==> src/rtl/pipe_ctrl.sv <==
// Pipeline control: stall merge, jump redirect, interrupt entry
// sequencing and a stall watchdog for the 5-stage RV32 core.
module pipe_ctrl #(
  parameter int ADDR_WIDTH    = 32,
  parameter int STALL_TIMEOUT = 1024
) (
  input  logic                  clk_i,
  input  logic                  rst_i,
  input  logic                  stallreq_if_i,
  input  logic                  stallreq_id_i,
  input  logic                  stallreq_exe_i,
  input  logic                  stallreq_mem_i,
  input  logic                  jump_i,
  input  logic [ADDR_WIDTH-1:0] jump_addr_i,
  input  logic                  int_req_i,
  input  logic [ADDR_WIDTH-1:0] int_addr_i,
  output logic [5:0]            stall_o,
  output logic                  flush_jump_o,
  output logic                  flush_int_o,
  output logic                  pc_we_o,
  output logic [ADDR_WIDTH-1:0] pc_o,
  output logic                  int_ack_o,
  output logic                  stall_timeout_o
);

  localparam int CW = $clog2(STALL_TIMEOUT) + 1;
  localparam logic [CW-1:0] LIMIT = CW'(STALL_TIMEOUT);

  typedef enum logic [1:0] {
    IDLE,
    DRAIN,
    FLUSH
  } state_t;

  state_t          state;
  state_t          state_nxt;
  logic [CW-1:0]   cnt;
  logic [CW-1:0]   cnt_nxt;
  logic            timeout_q;
  logic [5:0]      stall_req;

  // Highest requesting stage wins; it and everything upstream stop.
  always_comb begin
    stall_req = 6'b000000;
    if (stallreq_mem_i)      stall_req = 6'b011111;
    else if (stallreq_exe_i) stall_req = 6'b001111;
    else if (stallreq_id_i)  stall_req = 6'b000111;
    else if (stallreq_if_i)  stall_req = 6'b000011;
  end

  always_comb begin
    state_nxt = state;
    case (state)
      IDLE: begin
        if (int_req_i) state_nxt = DRAIN;
      end
      DRAIN: begin
        if (!int_req_i)
          state_nxt = IDLE;
        else if (!stallreq_mem_i && !stallreq_exe_i && !jump_i)
          state_nxt = FLUSH;
      end
      FLUSH:   state_nxt = IDLE;
      default: state_nxt = IDLE;
    endcase
  end

  always_comb begin
    stall_o      = 6'b000000;
    flush_jump_o = 1'b0;
    flush_int_o  = 1'b0;
    pc_we_o      = 1'b0;
    pc_o         = '0;
    int_ack_o    = 1'b0;
    if (!rst_i) begin
      if (state == FLUSH) begin
        flush_int_o = 1'b1;
        pc_we_o     = 1'b1;
        pc_o        = int_addr_i;
        int_ack_o   = 1'b1;
      end else begin
        stall_o = stall_req;
        if (state == DRAIN) stall_o[1:0] = 2'b11;
        if (jump_i && !stallreq_mem_i) begin
          flush_jump_o = 1'b1;
          pc_we_o      = 1'b1;
          pc_o         = jump_addr_i;
        end
      end
    end
  end

  always_comb begin
    cnt_nxt = '0;
    if (stall_o[0])
      cnt_nxt = (cnt == LIMIT) ? cnt : cnt + CW'(1);
  end

  assign stall_timeout_o = timeout_q & ~rst_i;

  always_ff @(posedge clk_i or posedge rst_i) begin
    if (rst_i) begin
      state     <= IDLE;
      cnt       <= '0;
      timeout_q <= 1'b0;
    end else begin
      state     <= state_nxt;
      cnt       <= cnt_nxt;
      timeout_q <= timeout_q | (cnt_nxt == LIMIT);
    end
  end

endmodule

==> config.mk <==
export PLATFORM = sky130hd
export DESIGN_NAME = pipe_ctrl
export DESIGN_NICKNAME = d
export VERILOG_FILES = /design/src/rtl/pipe_ctrl.sv
export SDC_FILE = /design/constraint.sdc
export NUM_CORES = 1
export LEC_CHECK = 0
export ABC_AREA = 1
export CORE_ASPECT_RATIO = 1.4
export CORE_UTILIZATION = 32
export CTS_BUF_LIST = sky130_fd_sc_hd__clkbuf_2 sky130_fd_sc_hd__clkbuf_4 sky130_fd_sc_hd__clkbuf_8
export CTS_CLUSTER_DIAMETER = 30
export DETAILED_ROUTE_END_ITERATION = 6
export PLACE_DENSITY = 0.82
export RECOVER_POWER = 100
export SETUP_SLACK_MARGIN = 0.3
export SLEW_MARGIN = 5
export SYNTH_ARGS = -nofsm -noshare
export SYNTH_HDL_FRONTEND = slang
export SYNTH_SLANG_ARGS = --single-unit
==> constraint.sdc <==
create_clock -name clk_i -period 1.59 [get_ports clk_i]
set_clock_uncertainty 0.1 [all_clocks]
set_input_delay 0.159 -clock clk_i [delete_from_list [all_inputs] [get_ports clk_i]]
set_output_delay 0.159 -clock clk_i [all_outputs]
set_load 0.01 [all_outputs]
After elaboration in Yosys (flattened, before gate mapping):

Cells that the tools add are included.

* equality and inequality tests: 6
* mux-type cells: 23
* bitwise gates (word level): 3
* divide/modulo/power cells: 0
* order comparisons: 0
* reductions and logical operators: 8
* shift-type cells: 0
* $add $sub $neg: 1
* $mul: 0

Operator list (number)
* $mux W32: 3
* $eq A11 B11 Y1 const B: 2
* $mux W11: 2
* $mux W6: 2
* $add A11 B1 Y11 const B: 1
* $mux W2: 5
* $mux W1: 7
* $mux W5: 1
* $mux W4: 1
* $pmux W2 S2: 1
* $logic_and A1 B1 Y1: 3
* $logic_not A1 Y1: 3
* $mux W3: 1
* $ne A3 B3 Y1 const B: 1
* $eq A2 B1 Y1 const B: 1
* $eq A2 B2 Y1 const B: 1
* $logic_not A2 Y1: 1
* $ne A2 B2 Y1 const B: 1
* $reduce_and A2 Y1: 1
* $and A1 B1 Y1: 1
* $not A1 Y1: 1
* $or A1 B1 Y1: 1

* memories: 0
* bits in writable memories: 0
* memory bits (read-only): 0
* latch bits: 0
* bits in registers: 14

Logic depth before layout (Yosys ltp):

Gate-level depths: netlist of run 1.

* word-level depth: 10
* mapped depth: 11
* gate-level depth less buffers: 11

Worst setup path before layout of run 1:

OpenSTA, ideal clock, no wires.

* kind: flip-flop to output port
* from: register state[0]
* to: output port pc_o[22]
* buffers on the path: 1
* stages on the path, launching flop included: 5
* arrival time: 1.249 ns
* slack: 0.082 ns
* cells stage by stage: dfrtp_1 or2_4 nor2_2 buf_2 a22o_1

* cells in the longest elaborated chain, start to end: 3

Ends and longest elaborated chain
* from (decl): line 35 `state_t state;`
* from (signal assigned): line 107 `state <= state_nxt;`
* $eq A2 B2 Y1: line 76 `if (state == FLUSH) begin`
* $mux W32: line 76
* $mux W32: line 75 `if (!rst_i) begin`
* to (decl): line 21 `output logic [ADDR_WIDTH-1:0] pc_o,`

Every way passes these cells.

Final worst setup path of run 1:

* from: register state[1]
* to: output port pc_o[23]

Same word-level chain as after synthesis.

==> flow_metrics.tcl, run 1 <==
set metrics [dict create \
    syn2layout_area_growth_pct 121.1 \
    synthCells 185 \
    die_w_um 55.87 \
    rows 27 \
    fin_crit_ns 1.913 \
    grt_pass1_wl_um 9611 \
    hold_violations 0 \
    drt-pass1-iter-count 4 \
    setup_viol 45 \
    clockBufferDepth 2 \
    r2r-start "state[1]$_DFFE_PP0P_" \
    antenna_found_initial 0 \
    synthFlopType "dfrtp_1" \
    cp-start-kind "flop" \
    viasPerCell 5.103 \
    htree_num_levels 1 \
    numCtsBuffers 3 \
    critPathKind "reg -> out" \
    layout_common_cells "69 x clkdlybuf4s50_1, 34 x buf_2, 32 x a22o_1, 31 x nand2_1, 27 x buf_6" \
    drt_first_iter_violations 74 \
    max_freq_mhz 522.6 \
    routabilityCongestion 0.9959 \
    critPathRequiredTime_ns 1.33 \
    hold_path.class "in -> async" \
    drc 0 \
    ant_nets 0 \
    ir_drop_uv 636.4 \
    drive_above_1_share_pct 37.09 \
    multi_input_area_um2 894.6 \
    fin_ws_ns -0.3234 \
    syn-cell-area_mm2 0.001300 \
    antenna_cells 0 \
    violations "negative setup slack" \
    grt.total_usage_pct 29.36 \
    p_per_area_mw_per_mm2 426.2 \
    ys_warn_count 0 \
    status "finished, violations left" \
    end_kind "output pin" \
    reg2reg_depth 12 \
    die_area_mm2 0.004325 \
    finalCritPeriodShare_pct 120.3 \
    maxSlewViolCount 0 \
    mostFrequentLayoutCell "clkdlybuf4s50_1" \
    vias 1939 \
    clk_latency_ns 0.26 \
    regArea_um2 350.3 \
    syn_avg_cell_area_um2 7.027 \
    reg2reg_setup_slack_ns -0.22 \
    ys_ff_latch 14 \
    stdcell_area_mm2 0.002874 \
    cts.sinks 14 \
    final_nets 412 \
    tritoncts "built" \
    nFillCells 293 \
    dp_slack_ns -0.5478 \
    synth-edff-count 0 \
    cts_root_buffer "clkbuf_8" \
    dp_hpwl_um 4747 \
    tightestPinTransition_ns 0.5954 \
    synth_cell_type_count 28 \
    core_mm2 0.003919 \
    leakage_nw 1.503 \
    r2r_end "timeout_q$_DFF_PP0_" \
    start_util_pct 33.17 \
    die_h_um 77.42 \
    critPathArrivalTime_ns 1.65 \
    max_slew_margin_pct 60.30 \
    rsz0062_at_grt "true" \
    grt_pass1_vias 1776 \
    io_buffers 113 \
    async_flop_share_pct 100.0 \
    yosysSeqAreaShare_pct 26.95 \
    boundaryPins 115 \
    grt_max_degree 16 \
    wl_per_cell_um 17.32 \
    clk_pin_slew_ns 0.06 \
    maxCapViolCount 0 \
    overflow 0 \
    placed_area_mm2 0.002674 \
    finalWirelength_um 6581 \
    cp_max_fo 6 \
    synth_nets 259 \
]
## per-stage QoR
step / std cells / power (W) / TNS [ns] / utilization [%] / hold slack, ns
finish: 380 / 0.001225 / -8.474 / 73.34 / 0.03390
global route: 380 / 0.001267 / -11.16 / 73.34 / 0.05158
CTS: 375 / 0.001187 / -9.202 / 70.53 / 0.01454
detailed placement: 357 / 0.0008237 / -21.52 / 68.23 / 0.3560
global placement: 357 / 0.0008201 / -20.44 / 68.23 / 0.3350
floorplan: 185 / 0.0005216 / 0 / - / -0.09926
## where the power goes
group	switching, W	internal (W)
logic	0.000198	0.000287
clock network	0.000145	0.000220
registers	0.00000869	0.000365
total	0.000352	0.000873
## critical path, stage by stage, from the launching register on
cell and delay (ns):
dfrtp_1 0.34, inv_2 0.04, or2_4 0.27, nor2_4 0.16, buf_6 0.13, buf_6 0.09
buf_6 0.11, a22o_1 0.15, buf_2 0.13
## layer usage
layer / GRT usage (%) / wire length (µm) / up-vias
met1: 38.40 / 2604 / 899
met3: 8.833 / 863 / 8
met4: 7.317 / 85 / 0
li1: - / - / 916
met2: 47.35 / 3027 / 116
met5: 0 / 0 / -
## repair_timing
action | 4_1_cts | 5_1_grt
hold buffers | 0 | 0
hold endpoints to repair | 0 | 0
cloned | 1 | 0
setup buffers | 13 | 5
setup endpoints to repair | 54 | 54
resized for setup | 202 | 21
pin swaps | 20 | 20
## worst max path at each step
stage                    startpoint             endpoint  slack (ns)  cells after the start
2_1_floorplan      cnt[1]$_DFF_PP0_  timeout_q$_DFF_PP0_        0.16                      9
3_3_place_gp         stallreq_mem_i              pc_o[0]       -0.53                      7
3_5_place_dp         stallreq_mem_i             pc_o[10]       -0.55                      7
4_1_cts        state[0]$_DFFE_PP0P_             pc_o[10]       -0.35                      7
5_1_grt        state[1]$_DFFE_PP0P_             pc_o[25]       -0.38                      8
6_report       state[1]$_DFFE_PP0P_             pc_o[23]       -0.32                      8
## sequential cells by signal, indices dropped and copies added, names as in the netlist
name and cells:
state 2, cnt 11, timeout_q 1
## cell type report
cell class / instances / area share, %
well taps: 43 / 1.872
multi-input cells: 132 / 31.13
inverters: 29 / 3.875
repair buffers: 158 / 49.02
clock buffers: 4 / 1.916
flip-flops and latches: 14 / 12.19
## cells by family after synthesis
logic type                 Yosys count  share of synthesized area, %
and+or+nand+nor                     89                         31.96
buffers and inverters               39                         13.09
AOI/OAI and AO/OA                   37                         23.77
DFF                                 14                         26.95
xor gates and xnor gates             3                         2.022
adders and majority gates            2                         1.925
other                                1                        0.2885
## synthesized netlist by cell type, types with 2 or more instances
cell type,instances,area [µm²]
o21ai_0,2,10.01
nor2_4,2,22.52
inv_2,3,11.26
buf_2,4,20.02
nor2_2,3,18.77
nand3_2,3,30.03
nand2_1,38,142.6
dfrtp_1,14,350.3
nor2_1,21,78.83
nand3_1,14,70.07
buf_4,3,22.52
ha_1,2,25.02
nand2_2,3,18.77
xor2_1,2,17.52
clkbuf_1,2,7.510
inv_1,26,97.59
a22o_1,32,280.3
Note: power is estimated with default switching activity, not from simulation.
==> inputs of run 2 (changes only) <==
CORE_MARGIN = 2   (was unset)
SLEW_MARGIN = 20   (was 5)
==> flow_metrics.tcl, run 2 (synthesis gave the netlist of run 1 again) <==
set metrics [dict create \
    start_util_pct 33.17 \
    dp_hpwl_um 5136 \
    holdBufCountCts 0 \
    leakage_nw 1.511 \
    hold_violations 0 \
    drt-pass1-iter-count 4 \
    wl_per_cell_um 19.40 \
    final_nets 406 \
    routabilityCongestion 0.9223 \
    die_w_um 57.87 \
    reg2reg_setup_slack_ns -0.22 \
    p_int_w 0.0008243 \
    cp_max_fo 8 \
    antenna_cells 0 \
    hold_path.class "in -> async" \
    mostFrequentLayoutCell "clkdlybuf4s50_1" \
    finalCritPeriodShare_pct 116.9 \
    core_mm2 0.003919 \
    ir_drop_uv 530.2 \
    fin_setup_tns_ns -9.363 \
    rows 27 \
    fin_ws_ns -0.2687 \
    die_h_um 79.42 \
    clk_pin_slew_ns 0.06 \
    htree_num_levels 1 \
    clockPowerShare_pct 25.5 \
    maxCapViolCount 0 \
    cts.sinks 14 \
    maxSlewViolCount 0 \
    sequentialPowerShare_pct 32.2 \
    grt_max_degree 18 \
    switching_share_pct 28.87 \
    grt_pass1_vias 1876 \
    finalWirelength_um 7235 \
    violations "negative setup slack" \
    tritoncts "built" \
    grt.total_usage_pct 29.24 \
    io_buffers 113 \
    numCtsBuffers 3 \
    nFillCells 277 \
    status "finished, violations left" \
    hold_ws_ns 0.05763 \
    max_freq_mhz 538.0 \
    drc 0 \
    placed_area_mm2 0.002659 \
    grt_pass1_wl_um 9977 \
    clk_latency_ns 0.25 \
    critPathRequiredTime_ns 1.33 \
    pwr-share-comb_pct 42.3 \
    drive_above_1_share_pct 36.97 \
    setup_viol 45 \
    end_kind "output pin" \
    layout_common_cells "69 x clkdlybuf4s50_1, 32 x a22o_1, 31 x nand2_1, 31 x buf_2, 23 x buf_6" \
    place_inst 355 \
    boundaryPins 115 \
    cp-start-kind "flop" \
    viasPerCell 5.223 \
    ant_nets 0 \
    drt_first_iter_violations 117 \
    switching_power_w 0.0003345 \
    rsz0062_at_grt "true" \
    critPathKind "reg -> out" \
    cts_root_buffer "clkbuf_8" \
    regMostFlops "cnt" \
    vias 1948 \
    clockBufferDepth 2 \
    antenna_found_initial 0 \
    fin_cells 373 \
    top_regs "cnt (11), state (2), timeout_q (1)" \
    critPathArrivalTime_ns 1.60 \
    p_per_area_mw_per_mm2 401.6 \
    overflow 0 \
    syn2layout_area_growth_pct 121.9 \
    die_area_mm2 0.004596 \
    fin_crit_ns 1.859 \
    stdcell_area_mm2 0.002885 \
    largest_reg_flops 11 \
]
[run 2: cell types whose count changed in the layout (fill, tap and decap cells not counted), sizes merged]
cell | previous run | this run
clkbuf | 5 | 3
buf | 85 | 80
[run 2: final cells by class]
type | instances | area, µm² | area share [%]
Clock buffer | 3 | 41.29 | 1.431
Inverter | 29 | 108.9 | 3.773
Multi-Input combinational cell | 132 | 930.9 | 32.26
Sequential cell | 14 | 350.3 | 12.14
Tap cell | 43 | 53.80 | 1.865
Timing Repair Buffer | 152 | 1400 | 48.53
[run 2: metal layers]
layer / routed length [µm] / global-route usage (%)
met3: 857 / 9.562
met2: 3435 / 48.30
met4: 132 / 6.977
met5: 0 / 0
met1: 2810 / 36.48
[run 2: final timing paths]
path,startpoint,endpoint,depth (start not counted)
worst min register to register,timeout_q$_DFF_PP0_,timeout_q$_DFF_PP0_,2
max in group asynchronous,rst_i,cnt[10]$_DFF_PP0_,4
worst max-delay path,state[0]$_DFFE_PP0P_,pc_o[28],6
min in group clk_i,int_req_i,state[1]$_DFFE_PP0P_,3
worst min-delay path,rst_i,cnt[7]$_DFF_PP0_,3
worst max register to register,state[1]$_DFFE_PP0P_,timeout_q$_DFF_PP0_,12
[run 2: repair_timing]
item                       4_1_cts  5_1_grt
buffers inserted                 6        7
resized for setup              199       31
setup endpoints to repair       54       54
cloned                           2        0
hold endpoints to repair         0        0
pin swaps                       22       17
[run 2: power groups by stage]
stage / Clock, W / Combinational, W / Sequential (W)
finish: 0.000296 / 0.000490 / 0.000373
detailed placement: 0 / 0.000443 / 0.000379
floorplan: 0 / 0.000143 / 0.000378
CTS: 0.000296 / 0.000446 / 0.000373
global placement: 0 / 0.000443 / 0.000379
global route: 0.000319 / 0.000518 / 0.000374
[run 2: metrics by stage]
stage / total power, W / setup WS [ns] / util [%]
after CTS: 0.001116 / -0.2570 / 69.41
after global placement: 0.0008216 / -0.5014 / 67.85
final: 0.001159 / -0.2687 / 73.63
after detailed placement: 0.0008223 / -0.5045 / 67.85
after global routing: 0.001211 / -0.3104 / 73.63
after floorplan: 0.0005216 / 0.1639 / -
[run 2: critical path: stages, from the launching register on]
cell and delay, ns:
dfrtp_1 0.39, or2_4 0.27, nor2_4 0.15, buf_12 0.14
buf_12 0.12, a22o_1 0.17, buf_6 0.12
==> inputs of run 3 (changes only) <==
CORE_UTILIZATION = 29   (was 32)
CTS_CLUSTER_DIAMETER = 200   (was 30)
PLACE_DENSITY = 0.78   (was 0.82)
TNS_END_PERCENT = 20   (was unset)
clock period = 1.68 ns   (was 1.59 ns; I/O delays follow)
==> flow_metrics.tcl, run 3 (synthesis gave the netlist of run 1 again) <==
set metrics [dict create \
    end_kind "output pin" \
    die_area_mm2 0.005042 \
    grt_pass1_wl_um 9039 \
    critPathArrivalTime_ns 1.65 \
    rsz0062_at_grt "true" \
    final_nets 398 \
    stdcell_area_mm2 0.002730 \
    status "finished, violations left" \
    placed_area_mm2 0.002648 \
    critPathRequiredTime_ns 1.41 \
    p_total_w 0.001089 \
    clk_latency_ns 0.25 \
    core_mm2 0.004274 \
    htree_num_levels 1 \
    grt.total_usage_pct 24.23 \
    max_slew_margin_pct 58.15 \
    leakage_nw 1.420 \
    drt_first_iter_violations 73 \
    wl_per_cell_um 16.31 \
    start_util_pct 30.42 \
    die_h_um 83.22 \
    fin_crit_ns 1.918 \
    overflow 0 \
    dp_hpwl_um 4825 \
    boundaryPins 115 \
    clockBufferDepth 2 \
    grt_max_degree 21 \
    maxCapViolCount 0 \
    holdBufCountCts 0 \
    drc 0 \
    antenna_cells 0 \
    numCtsBuffers 3 \
    fin_setup_tns_ns -5.801 \
    violations "negative setup slack" \
    vias 1799 \
    finalWirelength_um 6248 \
    maxSlewViolCount 0 \
    hold_violations 0 \
    cp-start-kind "flop" \
    cts.sinks 14 \
    fin_cells 383 \
    die_w_um 60.59 \
    finalCritPeriodShare_pct 114.2 \
    tritoncts "built" \
    mostFrequentLayoutCell "clkdlybuf4s50_1" \
    cts_root_buffer "clkbuf_8" \
    syn2layout_area_growth_pct 110.0 \
    drt-pass1-iter-count 4 \
    top_regs "cnt (11), state (2), timeout_q (1)" \
    hold_path.class "in -> async" \
    viasPerCell 4.697 \
    ir_drop_uv 400.7 \
    tightestPinTransition_ns 0.6278 \
    grt_pass1_vias 1744 \
    place_inst 369 \
    io_buffers 113 \
    antenna_found_initial 0 \
    routabilityCongestion 0.9489 \
    layout_common_cells "69 x clkdlybuf4s50_1, 35 x nand2_1, 33 x buf_2, 32 x a22o_1, 26 x inv_1" \
    rows 28 \
    drive_above_1_share_pct 30.34 \
    regMostFlops "cnt" \
    ant_nets 0 \
    cp_max_fo 5 \
    fin_ws_ns -0.2378 \
    setup_viol 39 \
    clk_pin_slew_ns 0.06 \
    p_per_area_mw_per_mm2 399.0 \
    max_freq_mhz 521.4 \
    largest_reg_flops 11 \
    critPathKind "reg -> out" \
]
[run 3: per-stage QoR]
step	utilization [%]	worst slack (ns)	hold slack [ns]
floorplan	-	0.2539	-0.1026
global placement	61.94	-0.4524	0.3261
CTS	63.03	-0.2331	0.05752
finish	63.88	-0.2378	0.2539
global route	63.88	-0.2713	0.3387
detailed placement	61.94	-0.4648	0.3403
[run 3: per-layer routing]
metal	track usage [%]	share of wire [%]	vias up
met3	6.075	12	6
met2	39.10	47	110
met4	3.162	1.2	0
li1	-	-	888
met1	33.01	40	795
met5	0	0	-
[run 3: repair_timing]
action | in CTS | in global routing
buffers inserted | 5 | 2
gates cloned | 2 | 1
setup endpoints to repair | 53 | 53
resized for setup | 175 | 18
pin swaps | 19 | 11
[run 3: final timing paths]
kind | start | endpoint | slack (ns) | cells past startpoint
min in group clk_i | timeout_q$_DFF_PP0_ | timeout_q$_DFF_PP0_ | 0.37 | 2
worst min register to register | timeout_q$_DFF_PP0_ | timeout_q$_DFF_PP0_ | 0.37 | 2
worst max register to register | state[1]$_DFFE_PP0P_ | timeout_q$_DFF_PP0_ | -0.10 | 11
worst max-delay path | state[1]$_DFFE_PP0P_ | pc_o[31] | -0.24 | 8
worst min-delay path | rst_i | cnt[6]$_DFF_PP0_ | 0.25 | 3
max in group asynchronous | rst_i | cnt[9]$_DFF_PP0_ | 0.82 | 3
[run 3: final cells by class]
class | instances | area (µm²)
tap | 60 | 75.07
fill | 382 | 1544
multi-input combinational | 132 | 824.5
timing repair buffer | 144 | 1316
sequential | 14 | 350.3
inverter | 29 | 108.9
clock buffer | 4 | 55.05
[run 3: power breakdown]
part | total [W] | switching [W] | internal [W]
Clock | 0.000336 | 0.000129 | 0.000208
Sequential | 0.000353 | 0.00000748 | 0.000345
Combinational | 0.000400 | 0.000159 | 0.000241
Total | 0.00109 | 0.000295 | 0.000794
[run 3: critical path, cell delays in order (launching register included)]
cell,delay [ns]
dfrtp_1,0.35
inv_2,0.04
or2_4,0.27
nor2_4,0.13
buf_6,0.11
buf_6,0.11
clkbuf_16,0.13
a22o_1,0.15
buf_6,0.11
